[src/rtl/dma_pkg.sv]
// Shared DMA helpers: byte-enable popcount, lane-compaction prefix index and
// buffer sizing constants used by the realignment buffer.
package dma_pkg;

    // Widest beat supported is 512 bits, i.e. 64 byte lanes.
    localparam int DMA_MAX_LANES     = 64;
    localparam int DMA_LANE_IDX_WD   = 7;
    // Smallest useful realignment buffer: two beats of the narrowest (16-bit) bus... rounded up.
    localparam int DMA_MIN_BUF_BYTES = 8;

    // Number of enabled lanes in a byte-enable vector.
    function automatic logic [DMA_LANE_IDX_WD-1:0] dma_popcount(
        input logic [DMA_MAX_LANES-1:0] be
    );
        logic [DMA_LANE_IDX_WD-1:0] cnt;
        cnt = '0;
        for (int j = 0; j < DMA_MAX_LANES; j++) begin
            cnt = cnt + {{(DMA_LANE_IDX_WD-1){1'b0}}, be[j]};
        end
        return cnt;
    endfunction

    // Compacted position of a lane: how many enabled lanes sit below it.
    function automatic logic [DMA_LANE_IDX_WD-1:0] dma_prefix(
        input logic [DMA_MAX_LANES-1:0] be,
        input int                       lane
    );
        logic [DMA_LANE_IDX_WD-1:0] cnt;
        cnt = '0;
        for (int j = 0; j < DMA_MAX_LANES; j++) begin
            if (j < lane) begin
                cnt = cnt + {{(DMA_LANE_IDX_WD-1){1'b0}}, be[j]};
            end
        end
        return cnt;
    endfunction

endpackage

[src/rtl/dma_lane_pack.sv]
// Combinational lane compactor: for each byte lane, the slot offset it maps
// to when only enabled lanes are kept in ascending order, plus the total count.
module dma_lane_pack
    import dma_pkg::*;
#(
    parameter int BE_WD  = 4,
    parameter int OFF_WD = $clog2(BE_WD) + 1
) (
    input  logic [BE_WD-1:0]             be_i,
    output logic [BE_WD-1:0][OFF_WD-1:0] off_o,
    output logic [OFF_WD-1:0]            cnt_o
);

    logic [DMA_MAX_LANES-1:0] be_ext;

    assign be_ext = DMA_MAX_LANES'(be_i);
    assign cnt_o  = OFF_WD'(dma_popcount(be_ext));

    // Per-lane prefix count gives each enabled lane its compacted slot.
    always_comb begin
        for (int i = 0; i < BE_WD; i++) begin
            off_o[i] = OFF_WD'(dma_prefix(be_ext, i));
        end
    end

endmodule

[src/rtl/dma_pack_buf.sv]
// Byte-granular realignment buffer between the DMA read and write engines.
// Source beats are compacted into a circular byte store; destination beats
// gather the oldest bytes into whichever lanes they request.
module dma_pack_buf
    import dma_pkg::*;
#(
    parameter int DATA_WD = 32,
    parameter int BE_WD   = DATA_WD / 8,
    parameter int DEPTH   = 64,
    parameter int CNT_WD  = $clog2(DEPTH) + 1
) (
    input  logic               clk_i,
    input  logic               rstn_i,
    input  logic               flush_i,
    input  logic               wvalid_i,
    input  logic [DATA_WD-1:0] wdata_i,
    input  logic [BE_WD-1:0]   wbe_i,
    output logic               wready_o,
    output logic               rvalid_o,
    output logic [DATA_WD-1:0] rdata_o,
    input  logic [BE_WD-1:0]   rbe_i,
    input  logic               rready_i,
    output logic [CNT_WD-1:0]  level_o
);

    localparam int PTR_WD = $clog2(DEPTH);
    localparam int OFF_WD = $clog2(BE_WD) + 1;
    // A beat is accepted only if a full beat's worth of bytes is free.
    localparam logic [CNT_WD-1:0] WR_LIMIT = CNT_WD'(DEPTH - BE_WD);

    logic [7:0]              mem_q [DEPTH];
    logic [7:0]              mem_d [DEPTH];
    logic [PTR_WD-1:0]       wptr_q, wptr_d;
    logic [PTR_WD-1:0]       rptr_q, rptr_d;
    logic [CNT_WD-1:0]       level_q, level_d;

    logic [BE_WD-1:0][OFF_WD-1:0] woff;
    logic [BE_WD-1:0][OFF_WD-1:0] roff;
    logic [OFF_WD-1:0]            wcnt;
    logic [OFF_WD-1:0]            rcnt;
    logic                         push;
    logic                         pop;

    dma_lane_pack #(
        .BE_WD  (BE_WD),
        .OFF_WD (OFF_WD)
    ) u_wpack (
        .be_i   (wbe_i),
        .off_o  (woff),
        .cnt_o  (wcnt)
    );

    dma_lane_pack #(
        .BE_WD  (BE_WD),
        .OFF_WD (OFF_WD)
    ) u_rpack (
        .be_i   (rbe_i),
        .off_o  (roff),
        .cnt_o  (rcnt)
    );

    assign level_o  = level_q;
    assign wready_o = (level_q <= WR_LIMIT);
    // Eligibility uses the registered level only, so freshly pushed bytes wait a cycle.
    assign rvalid_o = (rcnt != '0) && (level_q >= CNT_WD'(rcnt));
    assign push     = wvalid_i && wready_o;
    assign pop      = rvalid_o && rready_i;

    // Gather the oldest bytes into the requested lanes; idle lanes read as zero.
    always_comb begin
        rdata_o = '0;
        if (rvalid_o) begin
            for (int i = 0; i < BE_WD; i++) begin
                if (rbe_i[i]) begin
                    rdata_o[i*8 +: 8] = mem_q[rptr_q + PTR_WD'(roff[i])];
                end
            end
        end
    end

    // Scatter enabled source lanes into consecutive slots from the write pointer.
    always_comb begin
        mem_d = mem_q;
        if (push && !flush_i) begin
            for (int i = 0; i < BE_WD; i++) begin
                if (wbe_i[i]) begin
                    mem_d[wptr_q + PTR_WD'(woff[i])] = wdata_i[i*8 +: 8];
                end
            end
        end
    end

    // Pointer and occupancy update; flush wins over any handshake in the same cycle.
    always_comb begin
        wptr_d  = wptr_q;
        rptr_d  = rptr_q;
        level_d = level_q;
        if (flush_i) begin
            wptr_d  = '0;
            rptr_d  = '0;
            level_d = '0;
        end else begin
            if (push) begin
                wptr_d = wptr_q + PTR_WD'(wcnt);
            end
            if (pop) begin
                rptr_d = rptr_q + PTR_WD'(rcnt);
            end
            level_d = level_q
                    + (push ? CNT_WD'(wcnt) : '0)
                    - (pop  ? CNT_WD'(rcnt) : '0);
        end
    end

    // Byte storage carries no reset; stale contents are never visible past level.
    always_ff @(posedge clk_i) begin
        mem_q <= mem_d;
    end

    // Control state registers with asynchronous clear.
    always_ff @(posedge clk_i or negedge rstn_i) begin
        if (!rstn_i) begin
            wptr_q  <= '0;
            rptr_q  <= '0;
            level_q <= '0;
        end else begin
            wptr_q  <= wptr_d;
            rptr_q  <= rptr_d;
            level_q <= level_d;
        end
    end

endmodule

[config.mk]
export PLATFORM = sky130hd
export DESIGN_NAME = dma_pack_buf
export DESIGN_NICKNAME = d
export VERILOG_FILES = /design/src/rtl/dma_pkg.sv /design/src/rtl/dma_lane_pack.sv /design/src/rtl/dma_pack_buf.sv
export SDC_FILE = /design/constraint.sdc
export NUM_CORES = 2
export LEC_CHECK = 0
export CORE_MARGIN = 2
export CORE_UTILIZATION = 30
export CTS_CLUSTER_DIAMETER = 80
export DETAILED_ROUTE_END_ITERATION = 7
export SYNTH_ARGS = -nofsm -noshare
export SYNTH_HDL_FRONTEND = slang
export SYNTH_SLANG_ARGS = --single-unit
[constraint.sdc]
create_clock -name clk_i -period 44.3 [get_ports clk_i]
set_clock_uncertainty 0.1 [all_clocks]
set_input_delay 11.075 -clock clk_i [delete_from_list [all_inputs] [get_ports clk_i]]
set_output_delay 11.075 -clock clk_i [all_outputs]
set_load 0.1 [all_outputs]
### Word level (Yosys, flattened, before mapping)

Cells that the tools add are included.

* bits in registers: 531
* bits in latches: 0
* memory bits (writable): 0
* ROM bits: 0
* input bits: 45
* memories: 0

* add/subtract/negate cells: 16
* multipliers: 0
* div/mod/pow operators: 0
* $lt $le $gt $ge: 14
* eq/ne operators: 0
* shift-type cells: 0
* mux-type cells: 43
* bitwise gates (word level): 8
* reduce and logical (&&, ||, !) cells: 12

Operators by type and width (count)
* $mux W512: 7
* $bwmux W512: 4
* $bmux W8 S6: 4
* $demux W8 S6: 4
* $mux W8: 16
* $ge A7 B7 Y1 const B: 8
* $not A6 Y7: 8
* $add A6 B3 Y6: 6
* $mux W32: 1
* $lt A7 B1 Y1 const B: 4
* $mux W6: 4
* $add A6 B1 Y6: 2
* $add A3 B1 Y3: 3
* $logic_and A1 B1 Y1: 8
* $add A7 B3 Y7: 1
* $ge A7 B3 Y1: 1
* $le A7 B6 Y1 const B: 1
* $mux W7: 1
* $sub A7 B3 Y7: 1
* $mux W3: 2
* $add A1 B1 Y2: 2
* $reduce_bool A2 Y1: 2
* $add A2 B1 Y3: 1
* $reduce_bool A3 Y1: 1
* $logic_not A1 Y1: 1

### Longest topological paths before layout

* depth in word-level cells: 16
* depth in mapped cells: 22
* gate-level depth less buffers: 20

### Hierarchy

Synthesis repeated with hierarchy kept, for this count alone.

* cell total of the unflattened synthesis: 5584
* area, all modules: 57355.0 µm²

Modules (own cells, without submodules)
* dma_pack_buf: instances 1, cells an instance 5536, area an instance 56987.2 µm²
* dma_lane_pack: instances 2, cells an instance 24, area an instance 183.9 µm²

### Least setup slack after synthesis

OpenSTA, ideal clock, no wires.

* path kind: in2reg
* start point: in wvalid_i
* end point: reg mem_q[0] (netlist bit), enable pin
* setup time: 1.455 ns
* arrival: 34.035 ns
* required time: 42.745 ns
* path slack: 8.710 ns
* cell stages on the path: 4
* buffers on the path: 1
* cell sequence: inv_1 a211oi_1 clkbuf_1 nor2b_1

* longest elaborated chain between the ends: 2

Ends and longest elaborated chain
* start, declared: line dma_pack_buf.sv:15 `input logic wvalid_i,`
* $logic_and A1 B1 Y1: line dma_pack_buf.sv:66 `assign push = wvalid_i && wready_o;`
* $logic_and A1 B1 Y1: line dma_pack_buf.sv:84 `if (push && !flush_i) begin`
* end signal, assigned: line dma_pack_buf.sv:117 `mem_q <= mem_d;`
* end, declared: line dma_pack_buf.sv:31 `logic [7:0] mem_q [DEPTH];`

Every way passes these cells.
A chain may end at the register's enable or synchronous reset.

### Worst setup path after layout

* start point: in rbe_i[0]
* end point: out rdata_o[18]

* longest elaborated chain between the ends: 8

Ends and longest elaborated chain
* start, declared: line dma_pack_buf.sv:21 `input logic [BE_WD-1:0] rbe_i,`
* $add A1 B1 Y2 (*): line dma_pkg.sv:18, dma_pkg.sv:32
* $add A6 B3 Y6: line dma_pack_buf.sv:75 `rdata_o[i*8 +: 8] = mem_q[rptr_q + PTR_WD'(roff[i])];`
* $not A6 Y7 (not written as such): line dma_pack_buf.sv:75
* $bmux W8 S6: line dma_pack_buf.sv:75
* $mux W8 (not written as such) (2 in series): line dma_pack_buf.sv:75
* $mux W8: line dma_pack_buf.sv:74 `if (rbe_i[i]) begin`
* $mux W32 (*): line dma_pack_buf.sv:72 `if (rvalid_o) begin`
* end, declared: line dma_pack_buf.sv:20 `output logic [DATA_WD-1:0] rdata_o,`

Every way passes the cells marked *; elsewhere a longest branch is shown, timed or not. The select of a mux whose other input is x is not followed.

==> impl_metrics.py <==
metrics = {
    "run_status": {
        "status": "finished, violations left",
        "failed_checks": "design-rule violations, max-capacitance violations, max-slew violations",
    },
    "timing": {
        "finalSetupViolCount": 0,
        "finalCritPeriodShare_pct": 65.3,
        "tightest_slew_ps": 1500,
        "maxSlewHeadroom_pct": -0.473,
        "hold_violations": 0,
        "min_period_ps": 28930,
        "rsz0062_at_grt": "false",
        "setup_tns_ps": 0,
        "max_freq_mhz": 34.6,
        "final_max_slew_viol_count": 7,
    },
    "setup_path": {
        "crit_type": "input pin to primary output",
        "crit-reg2reg-launch": "level_o[6]",
        "path_depth": 11,
        "end_kind": "primary output",
        "crit_slowest_cell": "fa_4",
        "slowest_delay_ps": 1430,
        "endpoint": "rdata_o[18]",
        "startpoint": "rbe_i[0]",
        "cp_max_fo": 50,
        "cpLargestDelayFamily": "buffers and inverters",
        "rr_endpoint": "mem_q[258]",
        "cp.buffers_inverters": 4,
        "critPathLaunchType": "input pin",
        "r2r_cells": 9,
        "path_cells": "clkdlybuf4s50_1 -> ha_1 -> ha_4 -> inv_1 -> fa_4 -> buf_4 -> mux4_2 -> mux4_2 -> mux2i_1 -> o21ai_0 -> clkdlybuf4s50_1",
        "worst_ep_arrival_time_ps": 17760,
        "reg2reg_slack_ps": 38800,
        "critPathRequiredTime_ps": 33130,
    },
    "die": {
        "dieWidth_um": 442,
        "die_h_um": 442,
        "dieArea_mm2": 0.196,
        "io_pins": 86,
        "initial_core_util_pct": 30.3,
        "placementRows": 160,
        "core_area_mm2": 0.191,
    },
    "routing": {
        "drc": 4,
        "wl_per_cell_um": 40.9,
        "routed_wirelength_um": 337000,
        "drt_pre_antenna_iters": 8,
        "drt.antenna.violating_nets": 0,
        "drtIter0Drc": 12000,
        "vias": 59600,
        "viasPerCell": 7.23,
    },
    "synthesis": {
        "synth_edf_count": 512,
        "synth_cell_types": 81,
        "ys_ff_latch": 531,
        "syn_area_per_cell_um2": 9.65,
        "synthFlopType": "edfxtp_1",
        "yosysSeqAreaShare_pct": 27.5,
        "yosys_warnings": 0,
        "syn_inst": 5974,
        "syn_nets": 6077,
        "syn_area_mm2": 0.0577,
        "async_flop_share_pct": 3.58,
    },
    "place": {
        "dpl-instance-area_mm2": 0.0607,
        "io_buffers": 85,
        "globalplace.congestion": 1.07,
        "dp_hpwl_um": 224000,
    },
    "finish": {
        "final_area_mm2": 0.0630,
        "regArea_mm2": 0.0159,
        "nets": 5756,
        "area_growth_syn_to_layout_pct": 9.30,
        "multi_input_area_mm2": 0.0395,
        "drive_gt1_share_pct": 19.3,
        "fill_cells": 19300,
    },
    "clocking": {
        "cts.sinks": 531,
        "ctsResizeCount": 0,
        "postCtsHoldBufs": 0,
        "path_clk_slew_ps": 50,
        "clock_path_buffers": 3,
        "htreeDepth": 3,
        "cts_tree": "yes",
        "root_buffer": "clkbuf_16",
        "numCtsBuffers": 73,
        "clock_insertion_delay_worst_skew_ps": 720,
        "cts_setup_buffers": 0,
    },
    "power_and_ir_drop": {
        "p_leak_nw": 21.5,
        "vdd_ir_drop_max_mv": 0.0468,
        "p_per_area_mw_per_mm2": 49.4,
    },
    "min_path": {
        "min_path_type": "register to register",
    },
    "grt": {
        "grt_max_degree": 188,
        "grtUsageTotal_pct": 32.9,
        "grt_pass1_vias": 53400,
        "antenna_found_initial": 42,
        "grt-ovfl-total": 0,
        "grt_pass1_wl_um": 454000,
    },
    "flow_run": {
        "drv_cap": 1,
    },
}
[placed cells by master, fill, tap and decap left out, drive strengths merged, types with 13 or more instances in the layout]
master and count:
nand2 814, xnor2 26, a31oi 341, o21ai 486, inv 53, or2 30, clkdlybuf4s50 53, a21oi 36
o211ai 275, diode 28, nor2b 13, a211oi 32, ha 45, a211o 64, o311ai 48, clkbuf 96
nand4 65, mux4 554, fa 13, buf 198, mux2 120, mux2i 702, edfxtp 512, o22a 27
nor2 665, nand3 191, nor3 51, clkinv 28, dfrtp 19
[cell usage after synthesis, types with 10 or more instances]
library cell	count	area share (%)
nor2_2	21	0.23
mux2_2	120	2.3
mux4_2	554	22
nand4_1	64	0.69
xnor2_1	25	0.38
a31oi_1	341	3.7
buf_2	87	0.76
a211o_1	64	0.97
nor2_1	637	4.1
ha_1	45	0.98
o211ai_1	275	3.6
o311ai_0	38	0.58
fa_1	13	0.45
xor2_1	12	0.18
nor3_1	46	0.40
o22ai_1	11	0.12
a211oi_1	32	0.42
o21ai_0	443	3.8
a21oi_1	36	0.31
dfrtp_1	19	0.82
nand3_1	191	1.7
a21o_1	10	0.13
mux2i_1	702	12
o311ai_1	10	0.15
nor2b_1	13	0.14
o22a_1	27	0.41
inv_1	46	0.30
edfxtp_1	512	27
nand2_1	814	5.3
nand2b_1	10	0.11
o21ai_1	43	0.37
buf_1	73	0.48
clkbuf_1	476	3.1
or2_2	28	0.30
[stage by stage]
stage          worst slack (ps)  hold slack (ps)  utilization [%]  power, mW  cells
2_1_floorplan              8710              585                -       1.85   5974
3_3_place_gp              15640              599             31.8       2.42   8089
3_5_place_dp              15590              588             31.8       2.42   8089
4_1_cts                   15570              602             33.0       3.02   8223
5_1_grt                   15430              656             33.0       3.14   8227
6_report                  15370              587             33.1       3.11   8251
[per-layer routing]
metal	vias up	track usage [%]	part of all wire, %
li1	22600	-	-
met1	29000	40.7	34
met2	6432	43.7	39
met3	1502	16.3	18
met4	42	23.6	8.9
met5	-	0	0.097
[worst min-delay path by stage]
| stage | start | to | slack (ps) | cells after the start |
|---|---|---|---|---|
| 2_1_floorplan | wptr_q[0] | wptr_q[0] | 590 | 3 |
| 3_3_place_gp | level_o[0] | level_o[0] | 600 | 2 |
| 3_5_place_dp | level_o[0] | level_o[0] | 590 | 2 |
| 4_1_cts | level_o[0] | level_o[0] | 600 | 2 |
| 5_1_grt | level_o[0] | level_o[0] | 660 | 2 |
| 6_report | level_o[0] | level_o[0] | 590 | 2 |
[registers in the layout, indices dropped and copies added, names as in the netlist]
register / flops
level_o: 7
rptr_q: 6
wptr_q: 6
mem_q: 512
[power breakdown]
group	internal (mW)	leakage, nW	switching, mW
logic	0.656	15.3	1.08
clock network	0.333	1.11	0.272
registers	0.635	5.00	0.135
total	1.62	21.5	1.49
[logic make-up after synthesis]
logic type | after synthesis | synth area share [%]
AO/OA/AOI/OAI | 1375 | 15.3
adder cells (fa/ha/maj) | 58 | 1.43
AND/OR/NAND/NOR | 1901 | 14.3
XOR/XNOR | 38 | 0.590
buffers and inverters | 695 | 4.79
flip-flops | 531 | 27.5
multiplexers | 1376 | 36.2
[cell type report]
class	count	share of cell area, %
clock inverter	38	0.518
inverter	48	0.286
sequential	531	25.2
antenna	28	0.111
tap	2511	4.98
timing repair buffer	251	3.20
multi-input combinational	4748	62.6
clock buffer	96	3.12
[worst reg2reg max path, cell delays in order, from the launching register on]
cell	delay, ps
dfrtp_1	480
inv_1	150
ha_1	200
and3_1	190
a211oi_1	270
buf_4	230
nor2b_4	740
buf_4	860
buf_4	840
buf_4	940
Power figures use the tool's default switching activity.
